`config.mk`:
```
export PLATFORM = sky130hd
export DESIGN_NAME = instr_encoder_loader
export DESIGN_NICKNAME = d
export VERILOG_FILES = /design/src/rtl/instr_encoder_loader.sv
export SDC_FILE = /design/constraint.sdc
export NUM_CORES = 1
export LEC_CHECK = 0
export ABC_AREA = 1
export CORE_AREA = 2 2 63 65
export CTS_BUF_LIST = sky130_fd_sc_hd__clkbuf_8
export CTS_CLUSTER_DIAMETER = 80
export DETAILED_ROUTE_END_ITERATION = 16
export DIE_AREA = 0 0 65 67
export PLACE_DENSITY_LB_ADDON = 0.25
export SLEW_MARGIN = 20
export SYNTH_ARGS = -nofsm -noshare
export SYNTH_HDL_FRONTEND = slang
export SYNTH_SLANG_ARGS = --single-unit
```
`constraint.sdc`:
```
create_clock -name Clk -period 3.3 [get_ports Clk]
set_input_delay 0.495 -clock Clk [delete_from_list [all_inputs] [get_ports Clk]]
set_output_delay 0.495 -clock Clk [all_outputs]
set_load 0.02 [all_outputs]
```
`src/rtl/instr_encoder_loader.sv`:
```
// instr_encoder_loader
//   Packs symbolic operations (mnemonic + register/immediate fields) into 9-bit
//   machine words and writes them sequentially into instruction memory,
//   starting from a programmable base address.
//
// Ports
//   Clk, Reset           clock, synchronous active-high reset
//   start, base_addr     open (or restart) a load session at base_addr
//   finish               close the session; done pulses one cycle later
//   op_valid/op_ready    operation handshake
//   op_code/ra/rb/imm    symbolic operation fields
//   im_we/addr/wdata     instruction memory write port (one cycle after accept)
//   count                words written this session
//   full                 last memory word written; further ops refused
//   err                  sticky: an illegal op_code was consumed this session
//   done                 one-cycle pulse after the session closes
module instr_encoder_loader #(
    parameter int unsigned PROG_DEPTH = 256,
    parameter int unsigned ADDR_W     = 8
) (
    input  logic              Clk,
    input  logic              Reset,
    input  logic              start,
    input  logic [ADDR_W-1:0] base_addr,
    input  logic              finish,
    input  logic              op_valid,
    output logic              op_ready,
    input  logic [3:0]        op_code,
    input  logic [2:0]        op_ra,
    input  logic [2:0]        op_rb,
    input  logic [4:0]        op_imm,
    output logic              im_we,
    output logic [ADDR_W-1:0] im_addr,
    output logic [8:0]        im_wdata,
    output logic [ADDR_W-1:0] count,
    output logic              full,
    output logic              err,
    output logic              done
);

    localparam logic [ADDR_W-1:0] LastAddr = ADDR_W'(PROG_DEPTH - 1);

    typedef enum logic [1:0] {StIdle, StLoad, StFull} state_e;

    state_e            state_q, state_d;
    logic [ADDR_W-1:0] addr_q, addr_d;
    logic [ADDR_W-1:0] count_q, count_d;
    logic              err_q, err_d;
    logic              we_q, we_d;
    logic [ADDR_W-1:0] waddr_q, waddr_d;
    logic [8:0]        wdata_q, wdata_d;
    logic              done_q, done_d;

    logic       accept;
    logic       legal;
    logic       write_en;
    logic       at_last;
    logic [8:0] enc_word;

    // ------------------------------------------------------------------
    // State register and datapath flops
    // ------------------------------------------------------------------
    always_ff @(posedge Clk) begin
        if (Reset) begin
            state_q <= StIdle;
            addr_q  <= '0;
            count_q <= '0;
            err_q   <= 1'b0;
            we_q    <= 1'b0;
            waddr_q <= '0;
            wdata_q <= '0;
            done_q  <= 1'b0;
        end else begin
            state_q <= state_d;
            addr_q  <= addr_d;
            count_q <= count_d;
            err_q   <= err_d;
            we_q    <= we_d;
            waddr_q <= waddr_d;
            wdata_q <= wdata_d;
            done_q  <= done_d;
        end
    end

    // ------------------------------------------------------------------
    // Outputs decoded from state (op_ready never depends on op_valid)
    // ------------------------------------------------------------------
    always_comb begin
        op_ready = (state_q == StLoad) && !start;
        full     = (state_q == StFull);
    end

    always_comb begin
        accept   = op_valid && op_ready;
        legal    = (op_code <= 4'd11);
        write_en = accept && legal;
        at_last  = (addr_q == LastAddr);
    end

    // ------------------------------------------------------------------
    // Next state; start overrides everything, including a same-cycle finish
    // ------------------------------------------------------------------
    always_comb begin
        state_d = state_q;
        if (start) begin
            state_d = StLoad;
        end else begin
            unique case (state_q)
                StIdle: state_d = StIdle;
                StLoad: begin
                    // finish takes priority over reaching the last word
                    if (finish) begin
                        state_d = StIdle;
                    end else if (write_en && at_last) begin
                        state_d = StFull;
                    end
                end
                StFull: begin
                    if (finish) state_d = StIdle;
                end
                default: state_d = StIdle;
            endcase
        end
    end

    // ------------------------------------------------------------------
    // Encoder: w[8:6] class, w[5] sub-select
    // ------------------------------------------------------------------
    always_comb begin
        case (op_code)
            4'd0, 4'd1,
            4'd2, 4'd3: enc_word = {op_code[2:0], op_ra, op_rb};
            4'd4:       enc_word = {3'b100, 1'b0, op_imm};          // ADDI
            4'd5:       enc_word = {3'b100, 1'b1, op_imm};          // LSL
            4'd6:       enc_word = {3'b101, 1'b0, op_imm};          // LSR
            4'd7:       enc_word = {3'b101, 1'b1, op_imm};          // PM
            4'd8:       enc_word = {3'b110, 1'b0, op_imm};          // ADD
            4'd9:       enc_word = {3'b110, 1'b1, op_imm};          // XOR
            4'd10:      enc_word = {3'b111, 1'b0, op_imm};          // BEQR
            4'd11:      enc_word = {3'b111, 1'b1, op_ra[1:0], op_rb}; // COPY
            default:    enc_word = 9'd0;
        endcase
    end

    // ------------------------------------------------------------------
    // Datapath next values
    // ------------------------------------------------------------------
    always_comb begin
        addr_d  = addr_q;
        count_d = count_q;
        err_d   = err_q;
        we_d    = 1'b0;
        waddr_d = waddr_q;
        wdata_d = wdata_q;
        done_d  = 1'b0;
        if (start) begin
            addr_d  = base_addr;
            count_d = '0;
            err_d   = 1'b0;
        end else begin
            if (write_en) begin
                we_d    = 1'b1;
                waddr_d = addr_q;
                wdata_d = enc_word;
                count_d = count_q + ADDR_W'(1);
                // Address parks on the last word; FULL blocks further writes
                if (!at_last) addr_d = addr_q + ADDR_W'(1);
            end
            if (accept && !legal) err_d = 1'b1;
            if (finish && (state_q != StIdle)) done_d = 1'b1;
        end
    end

    always_comb begin
        im_we    = we_q;
        im_addr  = waddr_q;
        im_wdata = wdata_q;
        count    = count_q;
        err      = err_q;
        done     = done_q;
    end

endmodule

```
==> run metrics, run 1 <==
WL/cell=12.0 um; Sw Pwr=0.000232 W; drt first pass iters=4; clock latency on the worst-skew pair=0.28 ns; Worst Hold Slack=0.469 ns; actual slew at the worst max-slew pin=0.555 ns; top post-synthesis cells by area=dfxtp_1 41%, nand2_1 15%, nor2_1 8.2%; sequential power share=53.5%; CTS tree=done; yosys warns=0; unique cell type count in the Yosys netlist=27; nets=361; Final Non-Filler Cells=379; clock sink count=38; worst-path maximum fanout=5; clock network power share=32.0%; port buffer count=57; worst hold path class=reg -> reg; Sum Neg Setup Slack=0 ns; synthesized cell area=0.00187 mm2; core box area=0.00361 mm2; Initial DRC Count=158; GP Congestion=0.858; CP arrival=1.83 ns; top cell type's share of synthesized area=40.8%; Tot Pwr=0.000905 W; Slew headroom=62.9%; sequential share of the synthesized area=40.8%; CTS max path bufs=2; status=complete, no violations; Final period util=70.5%; antenna cells=0; Reg clk slew, reported paths=0.06 ns; P&R area growth vs syn=35.3%; Setup violations, final=0; Chip Height=67 um; global route overflow=0; Comb pwr share=14.4%; Synth area leader=dfxtp_1; cts hold-fix bufs=0; Critical Setup Path Class=in -> out; Synth Net Count=303; Post-CTS Setup Repair Bufs=0; Tmin final=2.33 ns; post-cts sizing count=0; WP data required=2.80 ns; f_max=0.430 GHz; synthesized flop and latch total=38; Row Count=22; initial core utilization=51.7%; Antenna Nets Post-Route=0; Clock Skew=0.00630 ns; Max-Cap Viols=0; vias per inst=5.17; gr usage total=22.9%; H-tree lvl count=2; vias in the first global route=1,806; Post-Place Cells=372; Die Wd=65 um; Residual DRC=0; switch share=25.6%; Avg Synthesized Cell Area=6.83 um2; largest net degree at the start of global routing=25; share of layout cells above drive strength 1=4.83%; first-pass GRT wire length=7760 um; initial antenna violation count=0; routed via count=1,961; Startpoint Class=primary input; CP endpoint kind=primary output; die area=0.00436 mm2; clock root buffer=clkbuf_8; HPWL Detailed=3360 um; Hold Violations, Final=0; Pleak=1.03 nW; fill cell count=300; Final Max Slew Viols=0; Int Power=0.000673 W; VDD IR-drop max=0.217 mV; Ports=58; RSZ-0062 raised after global routing=no; CTS Buf Count=5; Pwr Density=359 mW/mm2; Synth Instances=273; WL final=4540 um
logic make-up (layout without fill, tap and decap cells):
family / Yosys count / in the layout / share of synthesized area, %
adder cells (fa/ha/maj): 2 / 2 / 1.34
XOR/XNOR: 2 / 2 / 0.939
AND/OR/NAND/NOR: 143 / 143 / 32.1
AO/OA/AOI/OAI: 53 / 53 / 15.8
buffers and inverters: 35 / 93 / 9.05
flip-flops: 38 / 38 / 40.8
worst max-delay path, cell delays in order:
cell and delay (ns):
clkdlybuf4s50_1 0.54, nor2_1 0.18, clkdlybuf4s50_1 0.61
state kept, by name, indices dropped and copies added (netlist names):
signal    cells
im_wdata      9
addr_q        8
count         8
im_addr       8
state_q       2
done          1
err           1
im_we         1
per-layer routing:
metal	global-route usage [%]	vias up	part of all wire (%)
li1	-	996	-
met1	29.0	892	47
met2	38.8	64	46
met3	4.73	9	6.0
met4	7.71	0	1.1
met5	0	-	0
layout by cell type, fill, tap and decap left out:
| master | Yosys | final |
|---|---|---|
| a211oi_1 | 1 | 1 |
| a21oi_1 | 27 | 27 |
| a31oi_1 | 3 | 3 |
| a31oi_4 | 1 | 1 |
| buf_4 | 1 | 3 |
| clkbuf_8 | 0 | 5 |
| clkdlybuf4s50_1 | 0 | 57 |
| clkinv_1 | 1 | 1 |
| dfxtp_1 | 38 | 38 |
| ha_1 | 2 | 2 |
| inv_1 | 24 | 26 |
| inv_2 | 1 | 1 |
| nand2_1 | 73 | 73 |
| nand2_2 | 1 | 1 |
| nand3_1 | 22 | 22 |
| nand4_1 | 1 | 1 |
| nand4_2 | 1 | 1 |
| nor2_1 | 41 | 41 |
| nor2_2 | 2 | 2 |
| nor3_4 | 1 | 1 |
| o211ai_1 | 2 | 2 |
| o21ai_0 | 16 | 16 |
| o21ai_1 | 2 | 2 |
| o21bai_1 | 1 | 1 |
| or2_2 | 1 | 1 |
| xnor2_1 | 2 | 2 |
worst paths after layout:
kind,start,endpoint,slack [ns],depth (start not counted)
setup reg to reg,state_q[0],state_q[1],1.60,8
setup / recovery,start,op_ready,0.97,3
hold / removal,im_addr[2],im_addr[2],0.47,2
hold reg to reg,im_addr[2],im_addr[2],0.47,2
power by group through the flow:
| stage | combinational, W | sequential, W | clock (W) |
|---|---|---|---|
| 2_1_floorplan | 0.0000654 | 0.000498 | 0 |
| 5_1_grt | 0.000146 | 0.000486 | 0.000308 |
| 3_3_place_gp | 0.000128 | 0.000495 | 0 |
| 6_report | 0.000131 | 0.000485 | 0.000290 |
| 4_1_cts | 0.000131 | 0.000484 | 0.000293 |
| 3_5_place_dp | 0.000130 | 0.000494 | 0 |
cells in the mapped netlist:
cell      count
nand2_1      73
nor2_1       41
dfxtp_1      38
a21oi_1      27
inv_1        24
nand3_1      22
o21ai_0      16
buf_6         4
a31oi_1       3
buf_2         3
ha_1          2
nor2_2        2
o211ai_1      2
o21ai_1       2
xnor2_1       2
a211oi_1      1
a31oi_4       1
buf_4         1
clkbuf_1      1
clkinv_1      1
inv_2         1
nand2_2       1
nand4_1       1
nand4_2       1
nor3_4        1
o21bai_1      1
or2_2         1
through the flow:
stage          cell area [um2]  worst slack [ns]  util, %
6_report                  2520             0.974     70.0
5_1_grt                   2520             0.917     70.0
4_1_cts                   2520             0.990     70.0
3_5_place_dp              2450             0.928     67.9
3_3_place_gp              2450             0.982     67.9
2_1_floorplan             1870              1.89        -
area by class of cell:
cell class / count / area, um2 / share of cell area [%]
clock buffers: 5 / 68.8 / 2.73
clock inverters: 2 / 7.51 / 0.297
inverters: 26 / 97.6 / 3.87
multi-input cells: 200 / 936 / 37.1
flip-flops and latches: 38 / 761 / 30.1
well taps: 48 / 60.1 / 2.38
repair buffers: 60 / 593 / 23.5
(Power assumes the default switching activity.)
==> inputs of run 2 (changes only) <==
Settings changed: CORE_AREA 2 2 63 65 to 2 2 69 71, DIE_AREA 0 0 65 67 to 0 0 71 73.
Clock period 3.3 ns to 2.1 ns, I/O delays scaled along.
==> run metrics, run 2 (synthesis gave the netlist of run 1 again) <==
commonest non-fill, non-tap cells in the layout=73 x nand2_1, 57 x clkdlybuf4s50_1, 41 x nor2_1; Max-Cap Viols=0; Hold Path Sink=im_wdata[8]; GP Congestion=0.854; fill cell count=455; CP Cell Sequence=inv_1, nand2_1, nor2_1, clkdlybuf4s50_1; Antenna Nets Post-Route=0; Ports=58; core box area=0.00454 mm2; global route overflow=0; hold path startpoint=im_wdata[8]; f_max=0.534 GHz; WP data required=1.78 ns; hold path depth=2; Sum Neg Setup Slack=0 ns; start of the worst register-to-register path=addr_q[0]; vias per inst=4.96; Pleak=1.05 nW; clock latency on the worst-skew pair=0.29 ns; initial core utilization=41.1%; Tmin final=1.87 ns; gr usage total=18.8%; design area=0.00257 mm2; clock sink count=38; cts hold-fix bufs=0; HPWL Detailed=3460 um; Hold Violations, Final=0; nets=364; WL/cell=11.9 um; global routing's busiest layer=met2; H-tree lvl count=2; Chip Height=73 um; CP arrival=1.56 ns; reg2reg end=addr_q[5]; Setup violations, final=0; port buffer count=57; FF/Latch Area=761 um2; Clock Skew=0.00585 ns; Final Max Slew Viols=0; Die Wd=71 um; commonest non-fill, non-tap cell in the layout=nand2_1; CP max stage delay=0.62 ns; Residual DRC=0; GR Util met2=32.8%; Initial DRC Count=95; die area=0.00518 mm2; Critical Setup Path Class=reg -> out; status=complete, no violations; first-pass GRT wire length=7760 um; Reg2Reg Setup Slack=0.56 ns; actual slew at the worst max-slew pin=0.402 ns; VDD IR-drop max=0.376 mV; clock root buffer=clkbuf_8; initial antenna violation count=0; CP max stage cell=clkdlybuf4s50_1; WL final=4610 um; drt first pass iters=4; worst hold path class=reg -> reg; CTS Buf Count=5; Reg clk slew, reported paths=0.08 ns; Post-CTS Setup Repair Bufs=0; vias in the first global route=1,813; Multi-input gate area=936 um2; worst-path maximum fanout=3; final core occ=56.6%; GR Util met3=4.01%; routed via count=1,929; RSZ-0062 raised after global routing=no; Startpoint Class=register; Placed Area=0.00248 mm2; max reg flops=9; post-cts sizing count=0; share of layout cells above drive strength 1=6.27%; Slew headroom=73.2%; Worst Hold Slack=0.472 ns; largest net degree at the start of global routing=25; CP endpoint kind=primary output; antenna cells=0; CTS tree=done; P&R area growth vs syn=37.7%; Row Count=25; Worst Reg-to-Reg Cells=8; Pwr Density=576 mW/mm2; met1 Use GR=23.4%; CTS max path bufs=2; Final period util=89.2%
run 2: cell count changes in the layout (fill, tap and decap cells not counted):
cell      previous run  this run
clkbuf_8             5         6
inv_1               26        25
buf_4                3         6
clkinv_2             0         1
run 2: area by class of cell:
class / count / area share [%]
inverters: 26 / 3.80
well taps: 54 / 2.63
flip-flops and latches: 38 / 29.6
multi-input cells: 200 / 36.4
clock inverters: 2 / 0.341
clock buffers: 6 / 3.21
repair buffers: 63 / 24.0
run 2: how the worst max path moves through the flow:
stage / cells after the start / endpoint / from / slack [ns]
floorplan: 8 / addr_q[5] / addr_q[1] / 0.80
global placement: 8 / addr_q[2] / start / 0.15
detailed placement: 8 / addr_q[2] / start / 0.16
CTS: 3 / op_ready / start / 0.22
global route: 4 / op_ready / state_q[1] / 0.15
finish: 4 / op_ready / state_q[1] / 0.23
run 2: power by group:
| part | internal [W] | switching, W | leakage [nW] |
|---|---|---|---|
| Clock | 0.000260 | 0.000251 | 0.0524 |
| Combinational | 0.000101 | 0.000108 | 0.692 |
| Sequential | 0.000741 | 0.0000194 | 0.309 |
| Total | 0.00110 | 0.000378 | 1.05 |
run 2: routing by layer:
layer | routed length [um] | up-vias
li1 | - | 1003
met3 | 220 | 4
met4 | 32 | 0
met2 | 2230 | 51
met5 | 0 | -
met1 | 2130 | 871
run 2: stage by stage:
stage,power (W),setup slack (ns),cells
finish,0.00148,0.227,389
global route,0.00155,0.146,389
CTS,0.00149,0.219,389
detailed placement,0.000986,0.156,381
global placement,0.000984,0.154,381
floorplan,0.000885,0.799,273
run 2: worst max-delay path, delay by kind of cell (launching register included):
| kind | cells | cell delay, ns |
|---|---|---|
| flip-flops | 1 | 0.32 |
| buffers and inverters | 2 | 0.70 |
| AND/OR/NAND/NOR | 2 | 0.25 |
==> inputs of run 3 (changes only) <==
Settings changed: CORE_AREA 2 2 69 71 to 2 2 50 99, DIE_AREA 0 0 71 73 to 0 0 52 101.
==> run metrics, run 3 (synthesis gave the netlist of run 1 again) <==
share of layout cells above drive strength 1=7.40%; final core occ=57.6%; worst-path maximum fanout=4; Setup violations, final=0; initial antenna violation count=0; Reg clk slew, reported paths=0.07 ns; GP Congestion=0.906; Pwr Density=577 mW/mm2; nets=367; Sum Neg Setup Slack=0 ns; CTS max path bufs=2; CP max stage cell=clkdlybuf4s50_1; Die Wd=52 um; Ports=58; Place WS=0.157 ns; CP Cell Sequence=clkdlybuf4s50_1, nor2_1, clkdlybuf4s50_1; Chip Height=101 um; clock latency on the worst-skew pair=0.29 ns; clock root buffer=clkbuf_8; antenna cells=0; Critical Setup Path Class=in -> out; port buffer count=57; Slew headroom=72.0%; WP data required=1.78 ns; CP bufs+invs=2; Final period util=89.8%; clock sink count=38; CP endpoint kind=primary output; gr usage total=19.2%; CP top delay family=buffers and inverters; Pleak=1.06 nW; Post-CTS Setup Repair Bufs=0; largest net degree at the start of global routing=25; Max-Cap Viols=0; Residual DRC=0; commonest non-fill, non-tap cell in the layout=nand2_1; vias in the first global route=1,844; cts hold-fix bufs=0; Row Count=35; routed via count=1,934; f_max=0.531 GHz; design area=0.00260 mm2; Worst Hold Slack=0.468 ns; first-pass GRT wire length=7780 um; CTS Buf Count=5; max reg flops=9; worst hold path class=reg -> reg; CP max stage delay=0.61 ns; most used cell, CP=clkdlybuf4s50_1; die area=0.00525 mm2; Tmin final=1.89 ns; Placed Area=0.00250 mm2; WL/cell=11.8 um; CTS tree=done; Clock Skew=0.00678 ns; VDD IR-drop max=0.461 mV; global route overflow=0; worst setup margin=0.215 ns; WL final=4630 um; Startpoint Class=primary input; Antenna Nets Post-Route=0; HPWL Detailed=3560 um; initial core utilization=41.4%; vias per inst=4.92; H-tree lvl count=2; Final Max Slew Viols=0; core box area=0.00451 mm2; post-cts sizing count=0; Hold Violations, Final=0; actual slew at the worst max-slew pin=0.419 ns; Initial DRC Count=55; P&R area growth vs syn=39.2%; RSZ-0062 raised after global routing=no; status=complete, no violations; drt first pass iters=4; CP arrival=1.57 ns; commonest non-fill, non-tap cells in the layout=73 x nand2_1, 57 x clkdlybuf4s50_1, 41 x nor2_1
[run 3: path summary, 6_finish.rpt]
path,startpoint,end,slack [ns],cells after the start
setup reg to reg,addr_q[1],addr_q[5],0.50,8
hold / removal,im_addr[6],im_addr[6],0.47,2
hold reg to reg,im_addr[6],im_addr[6],0.47,2
setup / recovery,start,op_ready,0.21,3
[run 3: report_power, final]
part	total, W	leakage [nW]	switching [W]	internal [W]
Sequential	0.000762	0.309	0.0000208	0.000741
Clock	0.000524	0.0472	0.000261	0.000264
Combinational	0.000211	0.706	0.000107	0.000104
[run 3: worst min-delay path, stage by stage, from the launching register on]
cell and delay (ns):
dfxtp_1 0.31, nand2_1 0.06, a21oi_1 0.05
[run 3: cell type report]
| class | count | area, um2 |
|---|---|---|
| clock buffers | 6 | 82.6 |
| clock inverters | 2 | 12.5 |
| fillers | 437 | 1910 |
| inverters | 26 | 97.6 |
| multi-input cells | 200 | 936 |
| flip-flops and latches | 38 | 761 |
| well taps | 55 | 68.8 |
| repair buffers | 66 | 638 |
[run 3: routing by layer]
layer	share of wire, %	vias to the layer above	track usage [%]
met2	50	59	33.3
met1	44	859	22.8
li1	-	1008	-
met3	4.6	8	3.26
met5	0	-	0
met4	2.0	0	7.49
[run 3: metrics by stage]
step	std cells	power (W)
floorplan	273	0.000885
global placement	385	0.000987
detailed placement	385	0.000989
CTS	393	0.00151
global route	393	0.00156
finish	393	0.00150
